### src/rtl/mem_bus_pkg.sv
// Shared encodings for the byte-serial memory bus initiator:
// bus size codes, RISC-V load/store funct3 codes, FSM states and owner tags.
package mem_bus_pkg;

  localparam logic [2:0] BHW_BYTE = 3'b001;
  localparam logic [2:0] BHW_HALF = 3'b010;
  localparam logic [2:0] BHW_WORD = 3'b100;

  localparam logic [2:0] F3_B  = 3'b000;
  localparam logic [2:0] F3_H  = 3'b001;
  localparam logic [2:0] F3_W  = 3'b010;
  localparam logic [2:0] F3_BU = 3'b100;
  localparam logic [2:0] F3_HU = 3'b101;

  typedef enum logic [1:0] {
    ST_IDLE  = 2'd0,
    ST_ISSUE = 2'd1,
    ST_WAIT  = 2'd2,
    ST_RESP  = 2'd3
  } state_t;

  typedef enum logic {
    OWN_IF = 1'b0,
    OWN_LS = 1'b1
  } owner_t;

  // Size code 11 has no RISC-V meaning here and falls back to a full word.
  function automatic logic [2:0] f3_to_bhw(input logic [2:0] f3);
    case (f3[1:0])
      2'b00:   return BHW_BYTE;
      2'b01:   return BHW_HALF;
      default: return BHW_WORD;
    endcase
  endfunction

  function automatic logic [31:0] mask_store(input logic [2:0] f3, input logic [31:0] wd);
    case (f3[1:0])
      2'b00:   return {24'b0, wd[7:0]};
      2'b01:   return {16'b0, wd[15:0]};
      default: return wd;
    endcase
  endfunction

endpackage

### src/rtl/load_extend.sv
// Sign/zero extension of a raw little-endian load word according to funct3.
// Bytes above the access size are ignored; also reused by core writeback.
module load_extend
  import mem_bus_pkg::*;
(
  input  logic [2:0]  i_funct3,
  input  logic [31:0] i_raw,
  output logic [31:0] o_ext
);

  always_comb begin
    o_ext = i_raw;
    case (i_funct3)
      F3_B:    o_ext = {{24{i_raw[7]}}, i_raw[7:0]};
      F3_BU:   o_ext = {24'b0, i_raw[7:0]};
      F3_H:    o_ext = {{16{i_raw[15]}}, i_raw[15:0]};
      F3_HU:   o_ext = {16'b0, i_raw[15:0]};
      F3_W:    o_ext = i_raw;
      default: o_ext = i_raw;
    endcase
  end

endmodule

### src/rtl/mem_bus_initiator.sv
// CPU-side single initiator of the byte-serial memory bus: arbitrates fetch and
// load/store requests (data first), issues one transaction, returns the result.
module mem_bus_initiator
  import mem_bus_pkg::*;
#(
  parameter int TIMEOUT_CYCLES = 4096,
  parameter int TO_W           = 13
) (
  input  logic        i_clk,
  input  logic        i_rst,
  input  logic        i_if_req,
  input  logic [31:0] i_if_addr,
  output logic        o_if_ready,
  output logic [31:0] o_if_data,
  output logic        o_if_valid,
  input  logic        i_ls_req,
  input  logic [31:0] i_ls_addr,
  input  logic [31:0] i_ls_wdata,
  input  logic [2:0]  i_ls_funct3,
  input  logic        i_ls_write,
  output logic        o_ls_ready,
  output logic [31:0] o_ls_data,
  output logic        o_ls_valid,
  output logic        o_ls_error,
  output logic [31:0] o_bus_data,
  output logic [31:0] o_bus_address,
  output logic        o_bus_DV,
  output logic [2:0]  o_bhw,
  output logic        o_write_notread,
  input  logic [31:0] i_bus_data,
  input  logic        i_bus_DV,
  output logic        o_busy
);

  state_t          r_state;
  state_t          w_next;
  owner_t          r_owner;
  logic [31:0]     r_addr;
  logic [31:0]     r_wdata;
  logic [31:0]     r_rdata;
  logic [2:0]      r_funct3;
  logic [2:0]      r_bhw;
  logic            r_write;
  logic            r_err;
  logic [TO_W-1:0] r_to_cnt;
  logic            w_timeout;
  logic [31:0]     w_ext;

  assign w_timeout = (r_to_cnt == TO_W'(TIMEOUT_CYCLES));

  load_extend u_load_extend (
    .i_funct3 (r_funct3),
    .i_raw    (i_bus_data),
    .o_ext    (w_ext)
  );

  always_ff @(posedge i_clk) begin
    if (i_rst) r_state <= ST_IDLE;
    else       r_state <= w_next;
  end

  always_comb begin
    w_next = r_state;
    case (r_state)
      ST_IDLE:  if (i_ls_req || i_if_req) w_next = ST_ISSUE;
      ST_ISSUE: w_next = ST_WAIT;
      ST_WAIT:  if (i_bus_DV || w_timeout) w_next = ST_RESP;
      ST_RESP:  w_next = ST_IDLE;
      default:  w_next = ST_IDLE;
    endcase
  end

  always_comb begin
    o_ls_ready = 1'b0;
    o_if_ready = 1'b0;
    o_bus_DV   = 1'b0;
    o_ls_valid = 1'b0;
    o_ls_data  = '0;
    o_if_valid = 1'b0;
    o_if_data  = '0;
    o_ls_error = 1'b0;
    o_busy     = (r_state != ST_IDLE);
    case (r_state)
      ST_IDLE: begin
        o_ls_ready = i_ls_req;
        o_if_ready = i_if_req & ~i_ls_req;
      end
      ST_ISSUE: o_bus_DV = 1'b1;
      ST_RESP: begin
        o_ls_error = r_err;
        if (r_owner == OWN_LS) begin
          o_ls_valid = 1'b1;
          o_ls_data  = r_rdata;
        end else begin
          o_if_valid = 1'b1;
          o_if_data  = r_rdata;
        end
      end
      default: ;
    endcase
  end

  assign o_bus_address   = r_addr;
  assign o_bus_data      = r_wdata;
  assign o_bhw           = r_bhw;
  assign o_write_notread = r_write;

  // Request fields are latched on acceptance and held until the next one.
  always_ff @(posedge i_clk) begin
    if (i_rst) begin
      r_owner  <= OWN_IF;
      r_addr   <= '0;
      r_wdata  <= '0;
      r_rdata  <= '0;
      r_funct3 <= '0;
      r_bhw    <= '0;
      r_write  <= 1'b0;
      r_err    <= 1'b0;
      r_to_cnt <= '0;
    end else begin
      if (o_ls_ready) begin
        r_owner  <= OWN_LS;
        r_addr   <= i_ls_addr;
        r_funct3 <= i_ls_funct3;
        r_bhw    <= f3_to_bhw(i_ls_funct3);
        r_write  <= i_ls_write;
        r_wdata  <= i_ls_write ? mask_store(i_ls_funct3, i_ls_wdata) : '0;
        r_err    <= 1'b0;
      end else if (o_if_ready) begin
        r_owner  <= OWN_IF;
        r_addr   <= i_if_addr;
        r_funct3 <= F3_W;
        r_bhw    <= BHW_WORD;
        r_write  <= 1'b0;
        r_wdata  <= '0;
        r_err    <= 1'b0;
      end
      if (r_state == ST_WAIT) begin
        if (i_bus_DV) begin
          if (r_owner == OWN_LS) r_rdata <= r_write ? '0 : w_ext;
          else                   r_rdata <= i_bus_data;
        end else if (w_timeout) begin
          r_rdata <= '0;
          r_err   <= 1'b1;
        end
      end
      r_to_cnt <= (r_state == ST_WAIT) ? r_to_cnt + TO_W'(1) : '0;
    end
  end

endmodule

### config.mk
export PLATFORM = sky130hd
export DESIGN_NAME = mem_bus_initiator
export DESIGN_NICKNAME = d
export VERILOG_FILES = /design/src/rtl/mem_bus_pkg.sv /design/src/rtl/load_extend.sv /design/src/rtl/mem_bus_initiator.sv
export SDC_FILE = /design/constraint.sdc
export NUM_CORES = 1
export LEC_CHECK = 0
export ABC_CLOCK_PERIOD_IN_PS = 1850
export CORE_AREA = 2 2 124 126
export DETAILED_ROUTE_END_ITERATION = 7
export DIE_AREA = 0 0 126 128
export GPL_TIMING_DRIVEN = 1
export PLACE_DENSITY_LB_ADDON = 0.05
export SYNTH_ARGS = -nofsm -noshare
export SYNTH_HDL_FRONTEND = slang
export SYNTH_SLANG_ARGS = --single-unit
### constraint.sdc
create_clock -name i_clk -period 1.85 [get_ports i_clk]
set_input_delay 0.37 -clock i_clk [delete_from_list [all_inputs] [get_ports i_clk]]
set_output_delay 0.37 -clock i_clk [all_outputs]
set_load 0.05 [all_outputs]
==> results by group <==
Logic synthesis
  • Synth area leaders: dfxtp_1 (47%), nor2_1 (7.1%), nand2_1 (5.6%)
  • Mapped Cells: between 500 and 600
  • Top FF cell, synth: dfxtp_1
  • FFs w/ async S/R, synth: 0%
  • Synth Net Count: 742
  • Yosys warning total: 0
  • Mapped Area: ~0.005 mm2
  • Library cells used by synthesis: 41
  • Post-synth EDFFs: 0
  • Yosys reg bits: between 100 and 150
  • Post-synth top area share: between 40% and 50%
  • Seq/Total Area, Yosys: a little under half
  • Area leader, netlist: dfxtp_1
  • Syn Area/Cell: 8.541 um2

Timing
  • Period Utilization, post-route: 109.1%
  • Final Hold Fails: 0
  • Actual slew at the worst max-slew pin: roughly 510 ps
  • Count of pins over their slew limit: 0
  • Min Clock Period, post-route: 2019 ps
  • Clock skew: around 10 ps
  • Highest Clock Rate: between 400 and 500 MHz
  • Final setup fails: 78
  • Worst slew margin: 65.78%
  • Fin Hold WS: roughly 310 ps
  • Unrepaired setup endpoints after global routing: yes
  • Sum Neg Setup Slack: -7998 ps
  • Setup WS post-layout: -169.0 ps

Worst setup path
  • Critical path type: reg -> out
  • Critical Path AT: about 1700 ps
  • Crit. End Element: output port
  • Worst-path maximum fanout: 8
  • Flop2flop setup slack: -60 ps
  • Startpoint Class: flop
  • CP Data Required Time: between 1000 and 1500 ps

Run status
  • Failing checks: setup timing
  • Status: finished with violations

CTS
  • Hold buffer count at CTS: 0
  • Clock latency on the worst-skew pair: 420 ps
  • CTS sink count: between 100 and 150
  • Htree depth: 4
  • CTS max path bufs: 2
  • Worst-path clk slew: 50 ps
  • Total CTS buffers: 17
  • CTS tree: yes
  • CTS root buf: clkbuf_16

Final layout
  • Most frequent cells in the layout: clkdlybuf4s50_1 (135), dfxtp_1 (117), nor2_1 (97)
  • Final cell utilization of the core: between 60% and 70%
  • Layout cell share with drive strength beyond 1: between 30% and 40%
  • Ant diodes: 0
  • Final nets: between 1,000 and 1,500
  • Most common cell after layout, fill and taps aside: clkdlybuf4s50_1
  • Area Growth Syn to Fin: 96.72%

Power and ir drop
  • Net Sw Frac: 38.19%
  • Clock power frac: 30.2%
  • Pint: roughly 6.6 mW
  • Sw power: about 4 mW
  • VDD IR-drop max: between 0.8 and 0.9 mV
  • Power Density: between 1000 and 1500 mW/mm2
  • Sequential share of power: between 30% and 40%
  • Leak pwr: between 4 and 5 nW
  • Combinational fraction of design power: about two fifths

Die
  • Die ar.: 0.01613 mm2
  • Ports: ~280
  • Core footprint: ~0.015 mm2
  • Chip height: 128 um
  • DIE WIDTH: around 130 um
  • Starting Density: approximately 34%
  • Placement Rows: 45

Placed design
  • DPL Wire Length: 13,480 um
  • Placement Setup Slack: -113.6 ps
  • RD Place Congestion: between 0.8 and 0.9
  • Port buffer count: ~280

Route
  • Final Routed Wirelength: 18,640 um
  • DR pass1 iterations: 6
  • Avg Vias per Cell: approximately 5.1
  • DRT iter0 DRCs: between 200 and 250
  • Routed WL per cell: approximately 17 um
  • DRC viols: 0
  • Routed via count: 5,613
  • Final ANT Viol Nets: 0

Worst hold path
  • Hold crit path type: in -> reg

Global routing
  • First-pass GRT wire length: slightly below 30,000 um
  • Number of global-route vias before repair: about 5,700
  • Global route overflow: 0
  • Overall global routing resource usage: around 23%
  • Antenna violations before repair: 0
  • Pin count of the biggest net entering global routing: just over 70

Flow run
  • Max_cap viols: 0
[per-layer routing]
| metal | GRT usage (%) | part of all wire [%] | wire [um] | up-vias |
|---|---|---|---|---|
| met2 | 40.39 | 51 | 9500 | 211 |
| li1 | - | - | - | 2715 |
| met4 | 8.533 | 2.3 | 422 | 0 |
| met5 | 0 | 0 | 0 | - |
| met3 | 5.718 | 6.5 | 1209 | 31 |
| met1 | 26.48 | 40 | 7504 | 2656 |
[state kept, by name (all words and copies together), names as in the netlist]
signal and count:
r_err 1, r_owner 1, r_rdata 32, o_write_notread 1, r_to_cnt 13, o_bus_address 32, o_bus_data 32, r_state 2
o_bhw 3, r_funct3 3
[layout make-up]
type / count / area [um2]
Fill cell: 1207 / 4800
Sequential cell: 120 / 2411
Clock inverter: 14 / 152.6
Tap cell: 188 / 235.2
Multi-Input combinational cell: 421 / 2831
Clock buffer: 18 / 429.2
Timing Repair Buffer: 330 / 3968
Inverter: 10 / 37.54
[power groups by stage]
stage / registers [mW] / clock network, mW / logic [mW]
after global placement: 3.32 / 0 / 3.85
final: 3.32 / 3.24 / 4.19
after floorplan: 4.33 / 0 / 1.28
after detailed placement: 3.33 / 0 / 3.92
after CTS: 3.31 / 3.29 / 4.11
after global routing: 3.37 / 3.43 / 4.44
[metrics by stage]
step	cells	area, um2	total power [mW]
final	1101	10060	10.75
after detailed placement	1057	9000	7.247
after floorplan	599	5167	5.608
after global routing	1101	10060	11.24
after CTS	1100	9962	10.72
after global placement	1057	9000	7.173
[critical path, cell delays in order, from the launching register on]
cell,delay (ps)
dfxtp_4,360
ha_4,160
nor2b_4,130
buf_12,140
buf_16,130
and2_4,170
buf_12,140
[cell usage after synthesis (2+ instances only)]
master     number
and2_1         35
ha_1            6
nor2_1         97
xnor2_1         3
inv_1          10
o2bb2ai_1      24
nand2b_1        4
and3_1         36
o21ai_0         4
mux2i_1         2
clkbuf_1       39
buf_2           2
xor2_1          7
a311oi_1       32
nand2_1        76
nor2b_1         2
nand3_1         8
dfxtp_1       120
a22oi_1        32
o21a_1          4
nand3b_1        2
nor3_1          4
nand4_1         4
a22o_1          6
a21oi_1        19
buf_1           6
[worst paths after layout]
path,start,to,cells after the start
worst max-delay path,r_state[0]$_SDFFE_PP0P_,o_if_data[27],6
worst min-delay path,i_rst,o_write_notread$_SDFFE_PP0P_,2
worst max register to register,r_to_cnt[1]$_SDFF_PP0_,r_rdata[4]$_SDFFE_PP0P_,7
worst min register to register,r_err$_SDFF_PP0_,r_err$_SDFF_PP0_,2
[what timing repair did]
action                     CTS  global route
buffers inserted             9             0
resized for setup           94            16
setup endpoints to repair   90           120
pin swaps                   24             7
gates cloned                 2             2
[cell families after synthesis]
family	Yosys count	synth area share, %
AO/OA/AOI/OAI	128	19.56
AND/OR/NAND/NOR	275	25.46
adder cells (fa/ha/maj)	6	1.467
flip-flops	120	46.96
multiplexers	2	0.3913
XOR/XNOR	10	1.712
buffers and inverters	58	4.451
No activity file was read; power rests on OpenSTA's default activity.
